### src/rtl/boot_loader.sv
// boot_loader: receives a length-prefixed, checksummed byte stream, packs it
// into big-endian 32-bit words, writes them to CPU memory and releases the
// CPU from reset only after the whole image checks out.
module boot_loader #(
  parameter int unsigned WORDS = 64,
  parameter logic [31:0] BASE  = 32'h0000_0000
) (
  input  logic        clock,
  input  logic        reset,
  input  logic        byte_valid,
  input  logic [7:0]  byte_data,
  output logic        byte_ready,
  output logic        mem_wr,
  output logic [31:0] mem_addr,
  output logic [31:0] mem_wdata,
  output logic        cpu_reset,
  output logic        done,
  output logic        error
);

  typedef enum logic [2:0] {
    S_LEN_HI,
    S_LEN_LO,
    S_DATA,
    S_WRITE,
    S_CSUM,
    S_DONE,
    S_ERR
  } state_t;

  state_t      r_state;
  logic [15:0] r_n;
  logic [15:0] r_widx;
  logic [1:0]  r_bidx;
  logic [23:0] r_word;
  logic [7:0]  r_sum;

  logic        w_ready;
  logic        w_accept;
  logic [15:0] w_n_next;
  logic [31:0] w_word_next;
  logic [15:0] w_widx_inc;
  logic [31:0] w_addr;

  // Ready is a pure function of state; reset overrides it the same cycle.
  always_comb begin
    w_ready = 1'b0;
    unique case (r_state)
      S_LEN_HI, S_LEN_LO, S_DATA, S_CSUM: w_ready = 1'b1;
      default:                            w_ready = 1'b0;
    endcase
  end

  assign byte_ready  = w_ready & ~reset;
  assign w_accept    = byte_valid & byte_ready;
  assign w_n_next    = {r_n[15:8], byte_data};
  // Only the low 24 bits of the shift register survive into the next word.
  assign w_word_next = {r_word, byte_data};
  assign w_widx_inc  = r_widx + 16'd1;
  assign w_addr      = BASE + {14'd0, r_widx, 2'b00};

  // Frame-parsing FSM with registered memory-write and status outputs.
  always_ff @(posedge clock) begin
    if (reset) begin
      r_state   <= S_LEN_HI;
      r_n       <= '0;
      r_widx    <= '0;
      r_bidx    <= '0;
      r_word    <= '0;
      r_sum     <= '0;
      mem_wr    <= 1'b0;
      mem_addr  <= '0;
      mem_wdata <= '0;
      cpu_reset <= 1'b1;
      done      <= 1'b0;
      error     <= 1'b0;
    end else begin
      mem_wr <= 1'b0;
      unique case (r_state)
        S_LEN_HI: begin
          if (w_accept) begin
            r_n     <= {byte_data, 8'd0};
            r_sum   <= r_sum + byte_data;
            r_state <= S_LEN_LO;
          end
        end
        S_LEN_LO: begin
          if (w_accept) begin
            r_n    <= w_n_next;
            r_sum  <= r_sum + byte_data;
            r_widx <= '0;
            r_bidx <= '0;
            if (32'(w_n_next) > WORDS) begin
              r_state <= S_ERR;
              error   <= 1'b1;
            end else if (w_n_next == 16'd0) begin
              r_state <= S_CSUM;
            end else begin
              r_state <= S_DATA;
            end
          end
        end
        S_DATA: begin
          if (w_accept) begin
            r_word <= w_word_next[23:0];
            r_sum  <= r_sum + byte_data;
            r_bidx <= r_bidx + 2'd1;
            if (r_bidx == 2'd3) begin
              r_state   <= S_WRITE;
              mem_wr    <= 1'b1;
              mem_addr  <= w_addr;
              mem_wdata <= w_word_next;
            end
          end
        end
        S_WRITE: begin
          r_widx <= w_widx_inc;
          r_bidx <= '0;
          if (w_widx_inc == r_n) r_state <= S_CSUM;
          else                   r_state <= S_DATA;
        end
        S_CSUM: begin
          if (w_accept) begin
            if (byte_data == r_sum) begin
              r_state   <= S_DONE;
              done      <= 1'b1;
              cpu_reset <= 1'b0;
            end else begin
              r_state <= S_ERR;
              error   <= 1'b1;
            end
          end
        end
        S_DONE:  r_state <= S_DONE;
        S_ERR:   r_state <= S_ERR;
        default: r_state <= S_LEN_HI;
      endcase
    end
  end

endmodule

### config.mk
export PLATFORM = sky130hd
export DESIGN_NAME = boot_loader
export DESIGN_NICKNAME = d
export VERILOG_FILES = /design/src/rtl/boot_loader.sv
export SDC_FILE = /design/constraint.sdc
export NUM_CORES = 1
export LEC_CHECK = 0
export CAP_MARGIN = 30
export CORE_MARGIN = 5
export CORE_UTILIZATION = 35
export DETAILED_ROUTE_END_ITERATION = 6
export MAX_ROUTING_LAYER = met4
export SLEW_MARGIN = 20
export SYNTH_ARGS = -nofsm -noshare
export SYNTH_HDL_FRONTEND = slang
export SYNTH_SLANG_ARGS = --single-unit
export TNS_END_PERCENT = 5
### constraint.sdc
create_clock -name clock -period 2.5 [get_ports clock]
set_clock_uncertainty 0.05 [all_clocks]
set_input_delay 0.5 -clock clock [delete_from_list [all_inputs] [get_ports clock]]
set_output_delay 0.5 -clock clock [all_outputs]
set_load 0.03 [all_outputs]
[Word level (Yosys, flattened, before mapping)]
Cells that the tools add are included.
Cells by class
  reduce and logical (&&, ||, !) cells: 19
  bitwise gates (word level): 6
  multiplexer cells: 25
  add/subtract/negate cells: 3
  equal/unequal tests: 16
  order comparisons: 1
Operator list (count)
  $pmux W16 S2: 2
  $mux W16: 2
  $mux W3: 8
  $pmux W3 S7: 1
  $add A16 B1 Y16 const B: 1
  $eq A16 B16 Y1: 1
  $gt A16 B7 Y1 const B: 1
  $logic_not A16 Y1: 1
  $reduce_and A3 Y1: 5
  $ne A2 B2 Y1 const B: 7
  $reduce_and A5 Y1: 2
  $eq A3 B3 Y1 const B: 3
  $add A8 B8 Y8: 1
  $eq A8 B8 Y1: 1
  $mux W8: 1
  $eq A3 B2 Y1 const B: 2
  $mux W1: 6
  $mux W2: 3
  $pmux W2 S3: 1
  $reduce_and A2 Y1: 3
  $reduce_bool A2 Y1: 3
  $reduce_or A3 Y1: 2
  $not A1 Y1: 4
  $reduce_or A4 Y1: 1
  other kinds (7): 8
Word-level totals
  flip-flop bits (word level): 121
  output and inout bits: 69
  logic and storage cells: 83

[Logic depth before layout (Yosys ltp)]
Gate-level depths: netlist of run 1.
  depth after elaboration: 7
  mapped depth: 10
  gate-level depth less buffers: 10

[Least setup slack after synthesis of run 1]
OpenSTA, ideal clock, no wires.
  kind: register to register
  start point: reg r_state[1]
  end point: reg r_state[0]
  slack: 364 ps
  arrival: 2015 ps
  stages on the path, launching flop included: 9
  setup time: 70 ps
  buffers on the path: 1
  required time: 2380 ps
  clock period less this slack: 2136 ps
  cells stage by stage: dfxtp_1 -> clkbuf_1 -> maj3_1 -> nor2_1 -> nand2_1 -> nor3_1 -> a21oi_1 -> a21o_1 -> a21oi_1
Between the ends
  word-level cells in the longest chain between the ends: 7
Ends and longest elaborated chain
  from (decl): line 31  | state_t r_state;
  from (signal assigned): line 65  | r_state <= S_LEN_HI;
  from (signal assigned): line 84  | r_state <= S_LEN_LO;
  from (signal assigned): line 94  | r_state <= S_ERR;
  $eq A3 B3 Y1 (tied with other cells): line 48  | unique case (r_state)
  $reduce_or A4 Y1 (*): line 48
  $mux W1 (*): line 48
  $and A1 B1 Y1 (*): line 54  | assign byte_ready = w_ready & ~reset;
  via byte_ready: line 12  | output logic byte_ready,
  $and A1 B1 Y1 (*): line 55  | assign w_accept = byte_valid & byte_ready;
  $ne A2 B2 Y1 (no source line)
  $reduce_and A5 Y1 (no source line) (*)
The timed path passes the listed nets; every way through them passes the cells marked *.
A chain may end at the register's enable or synchronous reset.

[Final worst setup path of run 1]
  start point: reg r_state[0]
  end point: out byte_ready
Between the ends
  word-level cells in the longest chain between the ends: 4
Ends and longest elaborated chain (line)
  $eq A3 B3 Y1 (tied with other cells): 48
  $reduce_or A4 Y1 (*): 48
  $mux W1 (*): 48
  $and A1 B1 Y1 (*): 54
  to (decl): 12
Every way passes the cells marked *; elsewhere a longest branch is shown, timed or not.

==> metrics.md, run 1 <==
| Metric | Value |
|---|---|
| Antenna Nets Post-Route | `0` |
| Hold Startpoint | `reset` |
| Full die area | `~18000 sq um` |
| Power, Total | `5.04 mW` |
| Die height | `roughly 140 microns` |
| Post-synthesis adder-cell area fraction | `0.0257` |
| Worst setup path class | `register to primary output` |
| EDFF count, synth | `0` |
| IO Count | `80` |
| Post-synthesis simple-gate area fraction | `0.248` |
| FILL cells | `roughly 1600` |
| Commonest non-fill, non-tap cell in the layout | `nand2_1` |
| Netlist cell types | `52` |
| Number of synthesized register bits | `121` |
| Routed Wire Length | `14300 microns` |
| Pre-CTS setup slack | `-127 ps` |
| Post-synthesis compound-gate area fraction | `0.169` |
| Input/output buffers | `63` |
| Syn Inst Count | `between 700 and 800` |
| Yosys Warn Count | `0` |
| H-tree depth | `4` |
| Most frequent cells in the layout | `nand2_1, dfxtp_1, a21oi_1` |
| Reg area | `2420 sq um` |
| Setup_tns | `0 ps` |
| Ys flop type | `dfxtp_1` |
| Final hold vios | `0` |
| Unrepaired setup endpoints after global routing | `false` |
| Die X | `136 microns` |
| Slew Limit Fails | `0` |
| Clk pin slew, worst setup/hold paths | `roughly 60 ps` |
| Buf/Inv on CP | `1` |
| Main combinational cell family by area after synthesis | `simple AND/OR/NAND/NOR gates` |
| Synthesized cell area | `5540 sq um` |
| Clock sinks | `121` |
| Via density per instance | `4.91` |
| CP startpoint | `r_state[0]` |
| Pre-antenna DRT Iters | `5` |
| FF-to-FF Start | `r_widx[0]` |
| Pwr per Cell Area | `712 nW/um^2` |
| Worst-path cell chain | `maj3_1 > nor2_1 > dlygate4sd2_1` |
| R2r worst-path depth | `8` |
| R2R Setup Slk | `approximately 220 ps` |
| Global route overflow | `0` |
| Rows | `46` |
| Final period util | `0.919` |
| Post-Syn Area per Cell | `7.90 sq um` |
| Setup ws final | `203 ps` |
| Largest net degree at the start of global routing | `94` |
| Core footprint | `15700 sq um` |
| Critical Path Max Stage Delay | `440 ps` |
| CTS buffer count | `17` |
| Initial antenna violation count | `0` |
| CP delay by family, top | `buffers and inverters` |
| CP required | `between 1500 and 2000 ps` |
| Final Util | `0.450` |
| Multiplexer share of the synthesized area | `0.0145` |
| Worst setup SP type | `register` |
| Peak Freq | `about 440 MHz` |
| CP endpoint kind | `primary output` |
| Hold Path Class | `input port to register` |
| RD Place Congestion | `0.849` |
| Total track usage | `0.168` |
| Worst vdd ir | `0.569 mV` |
| Residual DRC count | `0` |
| Hold Crit Depth | `2` |
| Pleak | `between 2 and 3 nW` |
| ANT cells | `0` |
| Post-synthesis sequential area ratio | `0.437` |
| Layout cells sized above 1 | `0.110` |
| First-pass GRT wire length | `23800 microns` |
| CTS tree | `yes` |
| Clock latency at the later pin of the worst-skew pair | `420 ps` |
| Initial Util | `0.353` |
| Hold WS | `271 ps` |
| Nets | `800` |
| Iteration-0 DRC Markers | `325` |
| Worst path slowest cell | `dlygate4sd2_1` |
| Total number of vias | `roughly 5000` |
| Detailed Place HPWL | `between 9000 and 10000 microns` |
| Setup violators final | `0` |
| Status | `completed` |
| Async S/R FF share, synth | `0` |
| Root buffer cell | `clkbuf_16` |
| Area of the multi-input gates | `2820 sq um` |
| WP data arrival | `1750 ps` |
| Max-cap violation count | `0` |
| Clk buf depth | `2` |
| Vias in the first global route | `~4700` |
| Synth Area in XOR/XNOR | `0.0411` |
| Worst reg2reg path endpoint | `r_state[2]` |
| Hold Path Sink | `r_state[2]` |
| Area Growth Syn to Fin | `27.7%` |
| DR WL/cell | `between 10 and 15 microns` |
| Min Clock Period, post-route | `2300 ps` |
| Worst Path Max Fanout | `2` |
-- sequential cells by signal, indices dropped and copies added (netlist names), 2 cells and up --
| register | cells |
|---|---|
| r_n | 16 |
| mem_addr | 16 |
| r_bidx | 2 |
| r_state | 3 |
| r_word | 24 |
| mem_wdata | 32 |
| r_sum | 8 |
| r_widx | 16 |
-- logic make-up after synthesis --
family                     Yosys count
DFF                                121
adders and majority gates           11
and+or+nand+nor                    297
muxes                                8
xor gates and xnor gates            26
AOI/OAI and AO/OA                  166
other                                1
buffers and inverters               71
-- Yosys cell counts (2+ instances only) --
master	count	area, sq um
nor2_1	54	203
nand4_4	2	42.5
clkbuf_1	33	124
ha_1	9	113
buf_4	21	158
mux2i_1	8	80.1
a21oi_1	106	531
nand4b_1	3	26.3
or4_1	2	15.0
buf_2	9	45.0
or3_1	2	12.5
a31oi_1	5	31.3
and3_1	4	25.0
xor2_1	9	78.8
o21ai_0	23	115
o311a_1	2	20.0
o21a_1	2	15.0
inv_1	7	26.3
nor3b_1	3	22.5
nand4_1	3	18.8
a311oi_1	2	17.5
nor3_1	14	70.1
a211oi_1	3	22.5
dfxtp_1	121	2420
nand2_1	169	634
nand3b_1	3	22.5
nand3_1	9	45.0
o31ai_1	3	22.5
a21o_1	4	30.0
nor4_1	10	62.6
a22oi_1	10	75.1
and2_1	2	12.5
nand2b_1	4	25.0
xnor2_1	17	149
nor2b_1	6	37.5
-- how the worst max path moves through the flow --
stage	cells past startpoint	to
final	3	byte_ready
after floorplan	8	r_state[0]
after global placement	9	r_sum[7]
after global routing	8	r_state[2]
after detailed placement	9	r_sum[7]
after CTS	3	byte_ready
-- repair_timing --
action                                  in CTS  in global routing
buffers inserted                             0                  0
hold buffers                                 0                  0
endpoints found under the setup margin       1                  0
gates resized for setup                      1                  0
-- metal layers --
metal  track usage  part of all wire  vias up
li1              -                 -     2506
met1         0.220              0.47     2285
met2         0.256              0.46      133
met3        0.0344             0.042       26
met4        0.0633             0.021        0
met5             -                 0        -
-- report_power, final --
part           internal, mW  total (mW)  switching (mW)
Sequential             1.99        2.04          0.0511
Combinational         0.288       0.724           0.436
Clock                  1.29        2.27           0.984
-- metrics by stage --
step           std cells  area, sq um
3_3_place_gp         975         6510
4_1_cts             1007         7050
5_1_grt             1008         7080
6_report            1008         7080
3_5_place_dp         975         6510
2_1_floorplan        716         5600
-- final cells by class --
cell class	count	area share
Tap cell	216	0.0382
Inverter	8	0.00424
Clock inverter	14	0.0163
Clock buffer	18	0.0606
Multi-Input combinational cell	524	0.399
Sequential cell	121	0.342
Timing Repair Buffer	107	0.140
(Power assumes the default switching activity.)
==> run 2, diff against run 1 <==
--- a/config.mk
+++ b/config.mk
@@ -10,7 +10,6 @@
 export CORE_UTILIZATION = 35
 export DETAILED_ROUTE_END_ITERATION = 6
 export MAX_ROUTING_LAYER = met4
-export SLEW_MARGIN = 20
 export SYNTH_ARGS = -nofsm -noshare
 export SYNTH_HDL_FRONTEND = slang
 export SYNTH_SLANG_ARGS = --single-unit
==> run 2 against run 1 <==
Combinational power is 0.8% lower. Non-clock buffer count decreased by 1. Wire length fell by 0.13%. Critical endpoint unchanged.
==> metrics.md, run 2 (same netlist as run 1, synthesis figures left out) <==
| Metric | Value |
|---|---|
| FILL cells | `1612 (+0.12%)` |
| Vias in the first global route | `4684 (unchanged)` |
| Clk buf depth | `2 (unchanged)` |
| Nets | `799 (-0.13%)` |
| Min Clock Period, post-route | `2300 ps (+3.45 ps)` |
| IO Count | `80 (unchanged)` |
| Unrepaired setup endpoints after global routing | `false` |
| R2R Setup Slk | `240 ps (+20 ps)` |
| Worst path slowest cell | `dlygate4sd2_1` |
| Full die area | `18400 sq um (unchanged)` |
| Clock latency at the later pin of the worst-skew pair | `420 ps (about the same)` |
| Hold Crit Depth | `2 (unchanged)` |
| Setup violators final | `0 (unchanged)` |
| Total number of vias | `4953 (+0.061%)` |
| Via density per instance | `4.92 (+0.16%)` |
| Commonest non-fill, non-tap cell in the layout | `nand2_1` |
| Largest net degree at the start of global routing | `94 (unchanged)` |
| Max FFs per register | `32 (unchanged)` |
| Setup ws final | `199 ps (-3.45 ps)` |
| Initial Util | `0.353 (unchanged)` |
| Input/output buffers | `63 (unchanged)` |
| First-pass GRT wire length | `23800 microns (unchanged)` |
| H-tree depth | `4 (unchanged)` |
| Max-cap violation count | `0 (unchanged)` |
| Hold Path Class | `input port to register` |
| Core footprint | `15700 sq um (unchanged)` |
| Routed Wire Length | `14300 microns (-0.13%)` |
| Rows | `46 (unchanged)` |
| Final Cell Area | `7050 sq um (-0.39%)` |
| Final period util | `0.920 (+0.00138)` |
| Area of the multi-input gates | `2820 sq um (unchanged)` |
| Final hold vios | `0 (unchanged)` |
| Area Growth Syn to Fin | `27.2%` |
| Hold Path Sink | `r_state[2]` |
| Pleak | `2.58 nW (-0.49%)` |
| Iteration-0 DRC Markers | `390 (+20%)` |
| Clock sinks | `121 (unchanged)` |
| Hold WS | `270 ps (-0.980 ps)` |
| Non-filler cells, final | `1007 (-0.099%)` |
| Placed Instance Area | `6510 sq um (unchanged)` |
| Setup_tns | `0 ps (unchanged)` |
| Initial antenna violation count | `0 (unchanged)` |
| Most frequent cells in the layout | `nand2_1, dfxtp_1, a21oi_1` |
| CP endpoint kind | `primary output` |
| Total track usage | `0.168 (unchanged)` |
| Status | `completed` |
| Clk pin slew, worst setup/hold paths | `60 ps (about the same)` |
| Die X | `136 microns (unchanged)` |
| NetSw | `1.46 mW (-0.48%)` |
| Top reg by flops | `mem_wdata` |
| Critical Path Max Stage Delay | `440 ps (about the same)` |
| Worst-path cell chain | `maj3_1 > nor2_1 > dlygate4sd2_1` |
| FF-to-FF Start | `r_widx[0]` |
| CP required | `1950 ps (about the same)` |
| Pre-antenna DRT Iters | `5 (unchanged)` |
| Detailed Place HPWL | `9800 microns (unchanged)` |
| Buf/Inv on CP | `1 (unchanged)` |
| Root buffer cell | `clkbuf_16` |
| ANT cells | `0 (unchanged)` |
| Peak Freq | `435 MHz (-0.15%)` |
| R2r worst-path depth | `8 (unchanged)` |
| Slew Limit Fails | `0 (unchanged)` |
| Die height | `136 microns (unchanged)` |
| Pre-CTS setup slack | `-127 ps (unchanged)` |
| Hold Startpoint | `reset` |
| Worst reg2reg path endpoint | `r_state[2]` |
| Clk pwr share | `0.451 (about the same)` |
| Inst Count DP | `975 (unchanged)` |
| Switching Share | `0.291 (-0.000737)` |
| CTS buffer count | `17 (unchanged)` |
| Final Util | `0.449 (-0.00175)` |
| Worst Path Max Fanout | `2 (unchanged)` |
| Least-Margin Pin Slew | `990 ps` |
| WP data arrival | `1750 ps (about the same)` |
| Residual DRC count | `0 (unchanged)` |
| Reg power frac | `0.406 (about the same)` |
| Worst vdd ir | `0.568 mV (-0.16%)` |
| Cell Int Power | `3.56 mW (-0.12%)` |
| Max_slew headroom | `0.340` |
| Worst setup path class | `register to primary output` |
| CTS tree | `yes` |
| Power, Total | `5.03 mW (-0.23%)` |
| Logic pwr share | `0.143 (about the same)` |
| Top flop regs | `mem_wdata x32, r_word x24` |
| Layout cells sized above 1 | `0.109 (-0.00113)` |
| CP delay by family, top | `buffers and inverters` |
| DR WL/cell | `14.2 microns (about the same)` |
| Pwr per Cell Area | `713 nW/um^2 (+0.16%)` |
| Antenna Nets Post-Route | `0 (unchanged)` |
| Reg area | `2420 sq um (unchanged)` |
| RD Place Congestion | `0.849 (unchanged)` |
| Global route overflow | `0 (unchanged)` |
| Worst setup SP type | `register` |
==> run 2: how the worst max path moves through the flow <==
| stage | cells after the start | startpoint | end | slack, ps |
|---|---|---|---|---|
| floorplan | 8 | r_state[1] | r_state[0] | 360 |
| CTS | 3 | r_state[1] | byte_ready | 190 |
| detailed placement | 9 | byte_data[1] | r_sum[7] | -130 |
| finish | 3 | r_state[0] | byte_ready | 200 |
| global placement | 9 | byte_data[1] | r_sum[7] | -150 |
| global route | 8 | r_widx[0] | r_state[2] | 20 |
==> run 2: worst register-to-register path, cell delays in order (launching register included) <==
cell      delay, ps
dfxtp_1         330
ha_1            180
nand3_1         250
nor4_4          480
xor2_1          110
o22ai_1         150
a22o_1          170
nand4_1         160
a311oi_1        300
==> run 2: repair_timing <==
action,CTS,global route
hold buffers,0,0
endpoints found under the setup margin,1,0
buffers inserted,0,0
resized for setup,1,0
==> run 2: power by group through the flow <==
| stage | sequential, mW | combinational [mW] | clock [mW] |
|---|---|---|---|
| after floorplan | 2.08 | 0.519 | 0 |
| after CTS | 2.04 | 0.716 | 2.31 |
| after global placement | 2.08 | 0.712 | 0 |
| after detailed placement | 2.08 | 0.712 | 0 |
| after global routing | 2.05 | 0.803 | 2.41 |
| final | 2.04 | 0.718 | 2.27 |
==> run 2: area by class of cell <==
type,count,area share
clock inverters,14,0.0163
flip-flops and latches,121,0.344
inverters,8,0.00426
well taps,216,0.0383
multi-input cells,524,0.400
repair buffers,106,0.136
clock buffers,18,0.0609
==> run 2: routing by layer <==
| layer | global-route usage | part of all wire | routed length, microns |
|---|---|---|---|
| met3 | 0.0344 | 0.043 | 609 |
| met4 | 0.0633 | 0.020 | 292 |
| met2 | 0.256 | 0.46 | 6620 |
| met1 | 0.220 | 0.47 | 6800 |
| met5 | - | 0 | 0 |
==> run 3, diff against run 2 <==
--- a/config.mk
+++ b/config.mk
@@ -9,7 +9,6 @@
 export CORE_MARGIN = 5
 export CORE_UTILIZATION = 35
 export DETAILED_ROUTE_END_ITERATION = 6
-export MAX_ROUTING_LAYER = met4
 export SYNTH_ARGS = -nofsm -noshare
 export SYNTH_HDL_FRONTEND = slang
 export SYNTH_SLANG_ARGS = --single-unit
==> run 3 against run 2 <==
Combinational power is essentially flat. Clock power is essentially flat. Worst setup slack gained 1.3 ps. Largest power group unchanged. Core utilization is the same. Die area is the same. Largest cell class unchanged. Sequential power is essentially flat. Non-clock buffer count is the same. Final cell count is the same. Cell area is the same.
==> metrics.md, run 3 (same netlist as run 1, synthesis figures left out) <==
| Metric | Value |
|---|---|
| Die height | `136 microns (unchanged)` |
| Top flop regs | `mem_wdata x32, r_word x24` |
| R2R Setup Slk | `220 ps (-20 ps)` |
| Setup ws final | `201 ps (+1.31 ps)` |
| Initial Util | `0.353 (unchanged)` |
| Clock latency at the later pin of the worst-skew pair | `420 ps (about the same)` |
| Vias in the first global route | `4676 (-0.17%)` |
| Input/output buffers | `63 (unchanged)` |
| Hold WS | `268 ps (-2.42 ps)` |
| CTS buffer count | `17 (unchanged)` |
| Total number of vias | `4941 (-0.24%)` |
| CP startpoint | `r_state[0]` |
| Detailed Place HPWL | `9800 microns (unchanged)` |
| Least-Margin Pin Slew | `977 ps (-12.7 ps)` |
| ANT cells | `0 (unchanged)` |
| Area Growth Syn to Fin | `27.2% (unchanged)` |
| CP delay by family, top | `buffers and inverters` |
| Unrepaired setup endpoints after global routing | `false` |
| Max FFs per register | `32 (unchanged)` |
| Iteration-0 DRC Markers | `390 (unchanged)` |
| Stages on worst setup path | `3 (unchanged)` |
| Commonest non-fill, non-tap cell in the layout | `nand2_1` |
| DR WL/cell | `14.2 microns (-0.25%)` |
| Top reg by flops | `mem_wdata` |
| First-pass GRT wire length | `23800 microns (unchanged)` |
| Core footprint | `15700 sq um (unchanged)` |
| R2r worst-path depth | `8 (unchanged)` |
| Min Clock Period, post-route | `2300 ps (-1.31 ps)` |
| Worst path slowest cell | `dlygate4sd2_1` |
| FILL cells | `1612 (unchanged)` |
| FF-to-FF Start | `r_widx[0]` |
| Worst setup path class | `register to primary output` |
| Hold Path Class | `input port to register` |
| Final hold vios | `0 (unchanged)` |
| Final period util | `0.920 (about the same)` |
| Peak Freq | `435 MHz (about the same)` |
| Clk buf depth | `2 (unchanged)` |
| Final Util | `0.449 (unchanged)` |
| H-tree depth | `4 (unchanged)` |
| Status | `completed` |
| Worst Path Max Fanout | `2 (unchanged)` |
| Max-cap violation count | `0 (unchanged)` |
| CTS tree | `yes` |
| Worst reg2reg path endpoint | `r_state[2]` |
| Layout cells sized above 1 | `0.109 (unchanged)` |
| Nets | `799 (unchanged)` |
| Initial antenna violation count | `0 (unchanged)` |
| Worst-path cell chain | `maj3_1 > nor2_1 > dlygate4sd2_1` |
| IO Count | `80 (unchanged)` |
| Residual DRC count | `0 (unchanged)` |
| Antenna Nets Post-Route | `0 (unchanged)` |
| Routed Wire Length | `14300 microns (-0.25%)` |
| Largest net degree at the start of global routing | `94 (unchanged)` |
| Pre-antenna DRT Iters | `5 (unchanged)` |
| Non-filler cells, final | `1007 (unchanged)` |
| Most frequent cells in the layout | `nand2_1, dfxtp_1, a21oi_1` |
| Total track usage | `0.163 (-0.00487)` |
| Via density per instance | `4.91 (-0.24%)` |
| Postcts setup bufs | `0 (unchanged)` |
| End point of the critical path | `byte_ready` |
| Setup violators final | `0 (unchanged)` |
| Pwr per Cell Area | `713 nW/um^2 (about the same)` |
| WP data arrival | `1750 ps (about the same)` |
| RD Place Congestion | `0.836 (-1.5%)` |
| Worst setup SP type | `register` |
| Inst Count DP | `975 (unchanged)` |
| Buf/Inv on CP | `1 (unchanged)` |
| Post-CTS Hold Buffers | `0 (unchanged)` |
| Power, Total | `5.03 mW (about the same)` |
| Rows | `46 (unchanged)` |
| Slew Limit Fails | `0 (unchanged)` |
| Full die area | `18400 sq um (unchanged)` |
| Die X | `136 microns (unchanged)` |
| Pleak | `2.58 nW (unchanged)` |
| Clock sinks | `121 (unchanged)` |
| Global route overflow | `0 (unchanged)` |
| Max_slew headroom | `0.349 (+0.00844)` |
| Worst vdd ir | `0.571 mV (+0.57%)` |
| Pre-CTS setup slack | `-127 ps (unchanged)` |
| Clk pin slew, worst setup/hold paths | `60 ps (about the same)` |
| Root buffer cell | `clkbuf_16` |
| Critical Path Max Stage Delay | `440 ps (about the same)` |
| CP required | `1950 ps (about the same)` |
| CP endpoint kind | `primary output` |
run 3: cell counts in the layout (fill, tap and decap cells not counted):
No cell type changed its count.
run 3: final cells by class:
cell class / count / area [sq um] / share of cell area
Timing Repair Buffer: 106 / 962 / 0.136
Inverter: 8 / 30.0 / 0.00426
Tap cell: 216 / 270 / 0.0383
Multi-Input combinational cell: 524 / 2820 / 0.400
Clock inverter: 14 / 115 / 0.0163
Clock buffer: 18 / 429 / 0.0609
Sequential cell: 121 / 2420 / 0.344
run 3: routing by layer:
layer	global-route usage	wire length, microns
met1	0.218	6770
met2	0.256	6640
met3	0.0359	612
met4	0.0633	271
met5	0	0
run 3: worst min path at each step:
stage	cells after the start	to	slack (ps)	from
2_1_floorplan	2	mem_wdata[24]	380	r_word[16]
3_3_place_gp	2	mem_wdata[27]	390	r_word[19]
3_5_place_dp	2	mem_wdata[27]	390	r_word[19]
4_1_cts	2	r_state[2]	260	reset
5_1_grt	2	r_state[2]	270	reset
6_report	2	r_state[2]	270	reset
run 3: worst register-to-register path, stage by stage, from the launching register on:
cell and delay [ps]:
dfxtp_1 330, ha_1 180, nand3_1 260, nor4_4 480
xor2_1 110, o22ai_1 140, a22o_1 170, nand4_1 160
a311oi_1 300
run 3: through the flow:
step	TNS, ps	cell area (sq um)
final	0	7050
after detailed placement	-234	6510
after CTS	0	7050
after global placement	-202	6510
after floorplan	0	5600
after global routing	0	7050
run 3: power breakdown:
part | switching [mW] | internal (mW) | total, mW
registers | 0.0510 | 1.99 | 2.04
logic | 0.433 | 0.283 | 0.716
clock network | 0.981 | 1.29 | 2.27
run 3: timing repair:
action                                  in CTS  in global routing
endpoints found under the setup margin       1                  0
endpoints found under the hold margin        0                  0
gates resized for setup                      1                  0
